`config.mk`:
```
export PLATFORM = sky130hd
export DESIGN_NAME = mux_4to1
export DESIGN_NICKNAME = d
export VERILOG_FILES = /design/src/rtl/mux_4to1_pkg.sv /design/src/rtl/mux_4to1.sv
export SDC_FILE = /design/constraint.sdc
export NUM_CORES = 1
export LEC_CHECK = 0
export BUFFER_PORTS_ARGS = -buffer_cell sky130_fd_sc_hd__buf_2
export CAP_MARGIN = 20
export CELL_PAD_IN_SITES_DETAIL_PLACEMENT = 2
export CELL_PAD_IN_SITES_GLOBAL_PLACEMENT = 2
export CORE_MARGIN = 2
export CORE_UTILIZATION = 22
export CTS_CLUSTER_DIAMETER = 100
export DETAILED_ROUTE_END_ITERATION = 6
export HOLD_SLACK_MARGIN = 0.06
export PLACE_DENSITY_LB_ADDON = 0.2
export SYNTH_ARGS = -nofsm -noshare
export SYNTH_HDL_FRONTEND = slang
export SYNTH_SLANG_ARGS = --single-unit
```
`constraint.sdc`:
```
create_clock -name clk -period 1.8 [get_ports clk]
set_clock_uncertainty 0.05 [all_clocks]
set_input_delay 0.36 -clock clk [delete_from_list [all_inputs] [get_ports clk]]
set_output_delay 0.36 -clock clk [all_outputs]
set_load 0.02 [all_outputs]
```
`src/rtl/mux_4to1_pkg.sv`:
```
// Select encodings for the 4:1 datapath selector, shared with control-unit decode.
package mux_4to1_pkg;

  localparam logic [1:0] SEL_I0 = 2'd0;
  localparam logic [1:0] SEL_I1 = 2'd1;
  localparam logic [1:0] SEL_I2 = 2'd2;
  localparam logic [1:0] SEL_I3 = 2'd3;

endpackage

```
`src/rtl/mux_4to1.sv`:
```
// 4:1 WIDTH-bit selector: dout is combinational with zero latency; dout_q is a one-cycle registered copy.
// No handshake and no backpressure: dout_q captures on en and holds otherwise, with synchronous reset taking priority.
module mux_4to1
  import mux_4to1_pkg::*;
#(
  parameter int               WIDTH     = 32,
  parameter logic [WIDTH-1:0] RESET_VAL = '0
) (
  input  logic             clk,
  input  logic             rst_n,
  input  logic [1:0]       select,
  input  logic [WIDTH-1:0] I0,
  input  logic [WIDTH-1:0] I1,
  input  logic [WIDTH-1:0] I2,
  input  logic [WIDTH-1:0] I3,
  input  logic             en,
  output logic [WIDTH-1:0] dout,
  output logic [WIDTH-1:0] dout_q
);

  // An unknown select drives all-X so a bad control decode shows up in simulation.
  always_comb begin
    dout = 'x;
    case (select)
      SEL_I0:  dout = I0;
      SEL_I1:  dout = I1;
      SEL_I2:  dout = I2;
      SEL_I3:  dout = I3;
      default: dout = 'x;
    endcase
  end

  always_ff @(posedge clk) begin
    if (!rst_n) begin
      dout_q <= RESET_VAL;
    end else if (en) begin
      dout_q <= dout;
    end
  end

endmodule

```
==> results of run 1 <==
-- cell type report --
type | count | share of cell area (%)
multi-input cells | 162 | 43.1
repair buffers | 206 | 31.4
flip-flops and latches | 32 | 18.0
well taps | 136 | 4.78
clock buffers | 7 | 2.71
diodes | 1 | 0.0703
-- stage by stage --
stage	setup TNS (ns)	utilization, %	hold WS (ns)
3_5_place_dp	0	33.1	0.431
3_3_place_gp	0	33.1	0.421
4_1_cts	0	34.0	0.344
6_report	0	34.2	0.355
5_1_grt	-0.0827	34.1	0.368
2_1_floorplan	0	-	0.526
-- timing repair --
item | 4_1_cts | 5_1_grt
endpoints found under the hold margin | 0 | 0
hold buffers | 0 | 0
setup endpoints to repair | 0 | 9
gates resized for setup | 0 | 3
-- placed cells by master (no fill, tap or decap) --
master,n
diode_2,1
o221ai_1,31
buf_12,3
mux2i_1,94
nand3_4,1
nand3b_4,1
o221ai_2,1
buf_4,7
nand3b_1,32
dfxtp_1,32
buf_16,1
mux2i_2,2
buf_2,195
clkbuf_8,7
-- logic make-up after synthesis --
kind of cell,after synthesis,synth area share [%]
muxes,96,40.4
and+or+nand+nor,34,11.7
AOI/OAI and AO/OA,32,12.1
DFF,32,26.9
buffers and inverters,24,8.89
-- routing by layer --
| layer | share of wire [%] | GRT usage [%] | vias up |
|---|---|---|---|
| met4 | 0.32 | 2.20 | 0 |
| li1 | - | - | 1241 |
| met5 | 0 | 0 | - |
| met3 | 10 | 5.55 | 2 |
| met1 | 40 | 18.8 | 1223 |
| met2 | 49 | 28.9 | 130 |
-- cell usage after synthesis --
library cell / count
nand3_4: 1
buf_12: 3
mux2i_1: 96
buf_4: 1
buf_6: 6
buf_2: 10
clkbuf_1: 3
o221ai_2: 1
nand3b_4: 1
o221ai_1: 31
dfxtp_1: 32
nand3b_1: 32
buf_8: 1
-- worst register-to-register path, delay by kind of cell (launching register included) --
kind,cells,cell delay (ns)
compound gates,1,0.11
flops,1,0.32
simple gates,1,0.09
-- where the power goes --
part           internal, uW  switching (uW)
sequential              765            27.5
combinational           368             479
clock                   340             250
total                  1470             756
-- how the worst max path moves through the flow --
stage	cells after the start	end	startpoint	slack, ns
3_3_place_gp	5	dout[6]	select[1]	0.04
3_5_place_dp	5	dout[7]	select[1]	0.04
2_1_floorplan	3	dout[0]	select[0]	0.18
4_1_cts	5	dout[28]	select[1]	0.04
6_report	5	dout[11]	select[1]	0.05
5_1_grt	5	dout[7]	select[1]	-0.02
==> flow_summary.ini, run 1 <==
[placement]
dpl.hpwl_um = 7620
gp_congestion = 0.722
dp.cells = 536
io_buffer_count = 196
place_area_um2 = 3440
pre_cts_slack_ns = 0.0428

[worst_setup_path]
crit_path_max_fanout = 36
rrSetupSlack_ns = 1.09
r2r_start = dout_q[13]
max_stage_delay_ns = 0.30
critPathLaunchType = input pin
cp-end-kind = output pin
cp_top_family = buffers and inverters
r2r_cells = 2
cp_data_required_time_ns = 1.39
critical_path_buf_inv_count = 3
cp_slowest_cell = mux2i_1
path_cells = buf_4 -> buf_16 -> mux2i_1 -> mux2i_1 -> buf_2
critical_path_class = input pin to output pin
path_common_cell = mux2i_1
cp.arrival_ns = 1.34
r2r-end = dout_q[13]

[sta]
slew_headroom_pct = 70.5
fin_crit_ns = 1.75
fin_crit_sh_pct = 97.1
worst_slack_ns = 0.0514
final-setup-viol-count = 0
tightestPinTransition_ns = 0.442
fmax_mhz = 572
hold_viol = 0
final_max_slew_viol_count = 0
rsz0062_at_grt = yes

[yosys]
yosysUniqueCellTypes = 13
synth_top_area_share_pct = 40.4
yosysWarnings = 0
yosysSeqAreaShare_pct = 26.9
syn_inst = 218
syn_area_per_cell_um2 = 10.9
yosysTopAreaCell = mux2i_1
synth_area_leaders = mux2i_1 (40%), dfxtp_1 (27%), o221ai_1 (11%)
synth-seq-cells = 32
synthesis.area_um2 = 2380
synthesis.nets = 351

[finish]
area_growth_pct = 49.7
final_net_count = 540
design_area_um2 = 3560
largest-register = dout_q
fillCellCount = 1251
drive_gt1_share_pct = 53.6
top_regs = dout_q (32)
multi_input_area_um2 = 1530
regArea_um2 = 641
largest_reg_flops = 32
final_cells = 544

[hold_path]
hold_path.class = input pin to flop
hold-path-cell-count = 3
min_from = I3[22]
min_to = dout_q[22]

[pwr]
peakVddDrop_uv = 216
power.density_nw_per_um2 = 627
p_leak_uw = 0.00188
power_uw = 2230

[global_route]
grt_pass1_wl_um = 14900
grt_pass1_vias = 2862
grt_use_total_pct = 16.1
grt-ovfl-total = 0
grt_max_degree = 37
antenna_found_initial = 1

[drt]
avgViaCountPerCell = 4.77
wl_per_cell_um = 17.6
ant_nets = 0
route.detailed.drc = 0
drt_iter0_drc = 64
drtPass1Iterations = 4
num_vias = 2596
drt-total-wl_um = 9560

[flow_run]
cap_violations = 0

[floorplanning]
fp.dieArea_um2 = 11700
die_w_um = 108
start_util_pct = 22.8
die_h_um = 108
io_pins = 197
rows = 37
core_area_um2 = 10400

[clock_network]
clk_pin_slew_worst_paths_ns = 0.07
clk-insertion-delay-late_ns = 0.27
cts_sinks = 32
tritoncts = done
cts_made_buffers = 5
postCtsSetupRepairBufs = 0
cts_max_path_buffers = 2
root_buffer = clkbuf_8
htreeDepth = 2

[status]
status = finished clean
No activity file was read; power rests on OpenSTA's default activity.
==> run 2: changes to the inputs <==
--- a/config.mk
+++ b/config.mk
@@ -10,7 +10,7 @@
 export CELL_PAD_IN_SITES_DETAIL_PLACEMENT = 2
 export CELL_PAD_IN_SITES_GLOBAL_PLACEMENT = 2
 export CORE_MARGIN = 2
-export CORE_UTILIZATION = 22
+export CORE_UTILIZATION = 19
 export CTS_CLUSTER_DIAMETER = 100
 export DETAILED_ROUTE_END_ITERATION = 6
 export HOLD_SLACK_MARGIN = 0.06
==> constraint.sdc (replaced) <==
create_clock -name clk -period 1.6 [get_ports clk]
set_clock_uncertainty 0.05 [all_clocks]
set_input_delay 0.32 -clock clk [delete_from_list [all_inputs] [get_ports clk]]
set_output_delay 0.32 -clock clk [all_outputs]
set_load 0.02 [all_outputs]
==> run 2 against run 1 <==
Effect of this change: clock power increased by 52%; utilization increased by 2.0 points; routed wire length increased by 17%; setup slack got worse by 0.026 ns; cell count increased by 16%; largest cell class unchanged; count of clock-buffer cells in the layout decreased by 1; non-clock buffer count increased by 56; first-iteration DRC count decreased by 33%.
==> flow_summary.ini, run 2 (synthesis results as in run 1) <==
[status]
status = finished clean

[finish]
area_growth_pct = 84.1
layout_common_cells = buf_2 (193), mux2i_1 (63), buf_4 (58)
fillCellCount = 1365
insertedDiodeCount = 0
largest-register = dout_q
drive_gt1_share_pct = 65.7
final_common_cell = buf_2
design_area_um2 = 4380
final_cells = 631
final_net_count = 596
largest_reg_flops = 32
top_regs = dout_q (32)

[sta]
rsz0062_at_grt = yes
fin_crit_ns = 1.57
final_max_slew_viol_count = 0
final-setup-viol-count = 0
fin_crit_sh_pct = 98.4
hold_viol = 0
worst_slack_ns = 0.0253
tightestPinTransition_ns = 0.455
fmax_mhz = 635
slew_headroom_pct = 69.7

[clock_network]
htreeDepth = 2
cts_made_buffers = 5
root_buffer = clkbuf_16
cts_hold_buffers = 0
clk-insertion-delay-late_ns = 0.27
clk_pin_slew_worst_paths_ns = 0.05
tritoncts = done
cts_max_path_buffers = 2
cts_sinks = 32

[worst_setup_path]
critical_path_class = input pin to output pin
crit_path_max_fanout = 8
path_cells = buf_16 -> clkbuf_16 -> mux2i_2 -> mux2i_1 -> buf_2
cp.arrival_ns = 1.20
cp_top_family = buffers and inverters
max_stage_delay_ns = 0.26
cp-end-kind = output pin
critPathLaunchType = input pin
cp_slowest_cell = mux2i_2
cp_data_required_time_ns = 1.23
critical_path_buf_inv_count = 3

[drt]
avgViaCountPerCell = 4.52
ant_nets = 0
num_vias = 2851
wl_per_cell_um = 17.8
drt_iter0_drc = 43
route.detailed.drc = 0
drtPass1Iterations = 4
drt-total-wl_um = 11200

[floorplanning]
start_util_pct = 19.6
io_pins = 197
core_area_um2 = 12100
fp.dieArea_um2 = 13400
rows = 40
die_w_um = 116
die_h_um = 116

[pwr]
p_leak_uw = 0.00217
peakVddDrop_uv = 359
power.density_nw_per_um2 = 691

[global_route]
antenna_found_initial = 0
grt_use_total_pct = 13.9
grt-ovfl-total = 0
grt_pass1_wl_um = 15000
grt_max_degree = 35
grt_pass1_vias = 3044

[placement]
place_area_um2 = 3850
pre_cts_slack_ns = -0.0839
gp_congestion = 0.693
io_buffer_count = 196
dp.cells = 617
dpl.hpwl_um = 7970

[hold_path]
hold_path.class = input pin to flop

[flow_run]
cap_violations = 0
==> run 2: cell types whose count changed in the layout (fill, tap and decap cells not counted), sizes merged <==
cell / change
diode: -1
clkbuf: +3
buf: +52
clkinv: +1
==> run 2: final cells by class <==
class / instances / area, um^2 / area share (%)
sequential: 32 / 641 / 14.6
clock inverter: 1 / 5.00 / 0.114
clock buffer: 6 / 129 / 2.94
tap: 168 / 210 / 4.80
multi-input combinational: 162 / 1750 / 39.9
timing repair buffer: 262 / 1650 / 37.6
==> run 2: tightest hold or removal path, stage by stage <==
cell	delay [ns]
buf_2	0.08
mux2i_2	0.07
o221ai_1	0.15
==> run 2: layer usage <==
metal	track usage (%)	vias up	wire (um)
met3	4.24	4	916
met1	16.0	1362	4600
li1	-	1355	-
met5	0	-	0
met4	1.98	0	44
met2	26.0	130	5650
==> run 2: report_power, final <==
part           total, uW  switching (uW)  internal (uW)
clock network        896             331            565
logic               1240             626            611
registers            893            30.8            862
total               3030             988           2040
==> run 2: path summary, 6_finish.rpt <==
kind / start / end / slack (ns) / depth (start not counted)
worst max register to register: dout_q[11] / dout_q[11] / 0.90 / 2
worst max-delay path: select[1] / dout[17] / 0.03 / 5
worst min-delay path: I3[2] / dout_q[2] / 0.34 / 3
worst min register to register: dout_q[8] / dout_q[8] / 0.45 / 2
==> run 2: repair_timing <==
action / 4_1_cts / 5_1_grt
hold endpoints to repair: 0 / 0
endpoints found under the setup margin: 25 / 32
setup buffers: 0 / 1
cloned: 0 / 6
resized for setup: 14 / 38
==> run 2: per-stage QoR <==
step	hold WS (ns)	total power, uW	utilization, %	TNS [ns]
after detailed placement	0.434	2000	31.8	-1.09
after global placement	0.424	1970	31.8	-0.407
after global routing	0.349	3190	36.1	-0.0590
final	0.342	3030	36.1	0
after floorplan	0.486	1470	-	0
after CTS	0.333	2950	33.4	-1.11
==> run 3: changes to the inputs <==
--- a/config.mk
+++ b/config.mk
@@ -7,10 +7,8 @@
 export LEC_CHECK = 0
 export BUFFER_PORTS_ARGS = -buffer_cell sky130_fd_sc_hd__buf_2
 export CAP_MARGIN = 20
-export CELL_PAD_IN_SITES_DETAIL_PLACEMENT = 2
-export CELL_PAD_IN_SITES_GLOBAL_PLACEMENT = 2
 export CORE_MARGIN = 2
-export CORE_UTILIZATION = 19
+export CORE_UTILIZATION = 35
 export CTS_CLUSTER_DIAMETER = 100
 export DETAILED_ROUTE_END_ITERATION = 6
 export HOLD_SLACK_MARGIN = 0.06
==> run 3 against run 2 <==
Effect of this change: register-to-register slack got worse by 0.02 ns; total power decreased by 13%; fmax rose by 2.8%; worst hold slack got worse by 0.032 ns; setup slack better by 0.043 ns; first-iteration DRC count up 47%; die area fell by 44%; critical path depth is the same; cell count down 17%; sequential share of layout area up 1.5 points; final area decreased by 9.3%; largest power group unchanged.
==> flow_summary.ini, run 3 (synthesis results as in run 1) <==
[worst_setup_path]
path_cells = buf_12 -> clkbuf_16 -> mux2i_2 -> mux2i_1 -> buf_2
r2r_start = dout_q[24]
r2r_cells = 2
cp_slowest_cell = mux2i_2
critical_path_class = input pin to output pin
cp_top_family = buffers and inverters
crit_path_max_fanout = 10
critPathLaunchType = input pin
critical_path_buf_inv_count = 3
cp_data_required_time_ns = 1.23
cp-end-kind = output pin
rrSetupSlack_ns = 0.88
cp.arrival_ns = 1.16
max_stage_delay_ns = 0.25
r2r-end = dout_q[24]

[hold_path]
min_from = I1[15]
hold-path-cell-count = 3
hold_path.class = input pin to flop
min_to = dout_q[15]

[drt]
drtPass1Iterations = 4
wl_per_cell_um = 15.9
drt-total-wl_um = 8280
ant_nets = 0
drt_iter0_drc = 63
num_vias = 2672
avgViaCountPerCell = 5.12
route.detailed.drc = 0

[clock_network]
cts_max_path_buffers = 2
root_buffer = clkbuf_8
cts_sinks = 32
clk-insertion-delay-late_ns = 0.27
htreeDepth = 2
clk_pin_slew_worst_paths_ns = 0.07
cts_made_buffers = 5
cts_hold_buffers = 0
postCtsSetupRepairBufs = 0
tritoncts = done

[sta]
worst_slack_ns = 0.0681
fin_crit_ns = 1.53
tightestPinTransition_ns = 0.421
holdWs_ns = 0.310
final-setup-viol-count = 0
rsz0062_at_grt = no
fmax_mhz = 653
fin_crit_sh_pct = 95.7
final_max_slew_viol_count = 0
hold_viol = 0
slew_headroom_pct = 71.9

[floorplanning]
core_area_um2 = 6680
die_w_um = 86.4
fp.dieArea_um2 = 7470
io_pins = 197
die_h_um = 86.4
start_util_pct = 35.6
rows = 30

[global_route]
grt_pass1_vias = 2497
grt_pass1_wl_um = 11400
grt-ovfl-total = 0
grt_max_degree = 33
antenna_found_initial = 1
grt_use_total_pct = 18.9

[finish]
top_regs = dout_q (32)
final_common_cell = buf_2
drive_gt1_share_pct = 63.7
largest-register = dout_q
layout_common_cells = buf_2 (195), mux2i_1 (63), nand3b_1 (32), dfxtp_1 (32)
fillCellCount = 606
largest_reg_flops = 32
area_growth_pct = 67.1
design_area_um2 = 3970
final_net_count = 573
postLayoutCoreUtil_pct = 59.4

[placement]
io_buffer_count = 196
place_area_um2 = 3580
pre_cts_slack_ns = -0.0292
gp_congestion = 0.690
dpl.hpwl_um = 5700

[status]
status = finished clean

[pwr]
p_leak_uw = 0.00203
power.density_nw_per_um2 = 664
peakVddDrop_uv = 292

[flow_run]
cap_violations = 0
-- run 3: worst register-to-register path, cell delays in order (launching register included) --
cell,delay (ns)
dfxtp_1,0.32
nand3b_1,0.08
o221ai_1,0.13
-- run 3: final cells by class --
| class | instances | area (um^2) | area share (%) |
|---|---|---|---|
| Sequential cell | 32 | 641 | 16.1 |
| Tap cell | 80 | 100 | 2.52 |
| Clock buffer | 8 | 90.1 | 2.27 |
| Timing Repair Buffer | 239 | 1450 | 36.6 |
| Antenna cell | 1 | 2.50 | 0.0630 |
| Multi-Input combinational cell | 162 | 1680 | 42.4 |
-- run 3: worst max-delay path by stage --
stage / start / end / slack (ns) / depth (start not counted)
after floorplan: select[0] / dout[0] / 0.06 / 3
after global placement: select[1] / dout[8] / -0.002 / 5
after detailed placement: select[1] / dout[8] / -0.03 / 5
after CTS: select[1] / dout[8] / -0.02 / 5
after global routing: select[1] / dout[7] / 0.006 / 5
final: select[1] / dout[25] / 0.07 / 5
-- run 3: what timing repair did --
item | CTS | global route
gates resized for setup | 3 | 39
gates cloned | 0 | 6
setup endpoints to repair | 3 | 25
pin swaps | 0 | 0
-- run 3: layer usage --
metal	vias to the layer above	routed length, um	track usage, %	part of all wire, %
li1	1309	-	-	-
met1	1225	3360	21.6	41
met2	129	4170	35.3	50
met3	9	638	4.38	7.7
met4	0	110	4.69	1.3
met5	-	0	0	0
-- run 3: where the power goes --
group / leakage (uW) / internal [uW] / switching [uW]
Combinational: 0.00172 / 541 / 569
Sequential: 0.000264 / 861 / 31.6
Clock: 0.0000455 / 351 / 282
Total: 0.00203 / 1750 / 883
-- run 3: through the flow --
step                      TNS [ns]  power (uW)  instances
after floorplan                  0        1470        218
after global placement    -0.00235        1890        507
after detailed placement   -0.0581        1900        507
after CTS                  -0.0485        2550        515
after global routing             0        2780        522
final                            0        2640        522
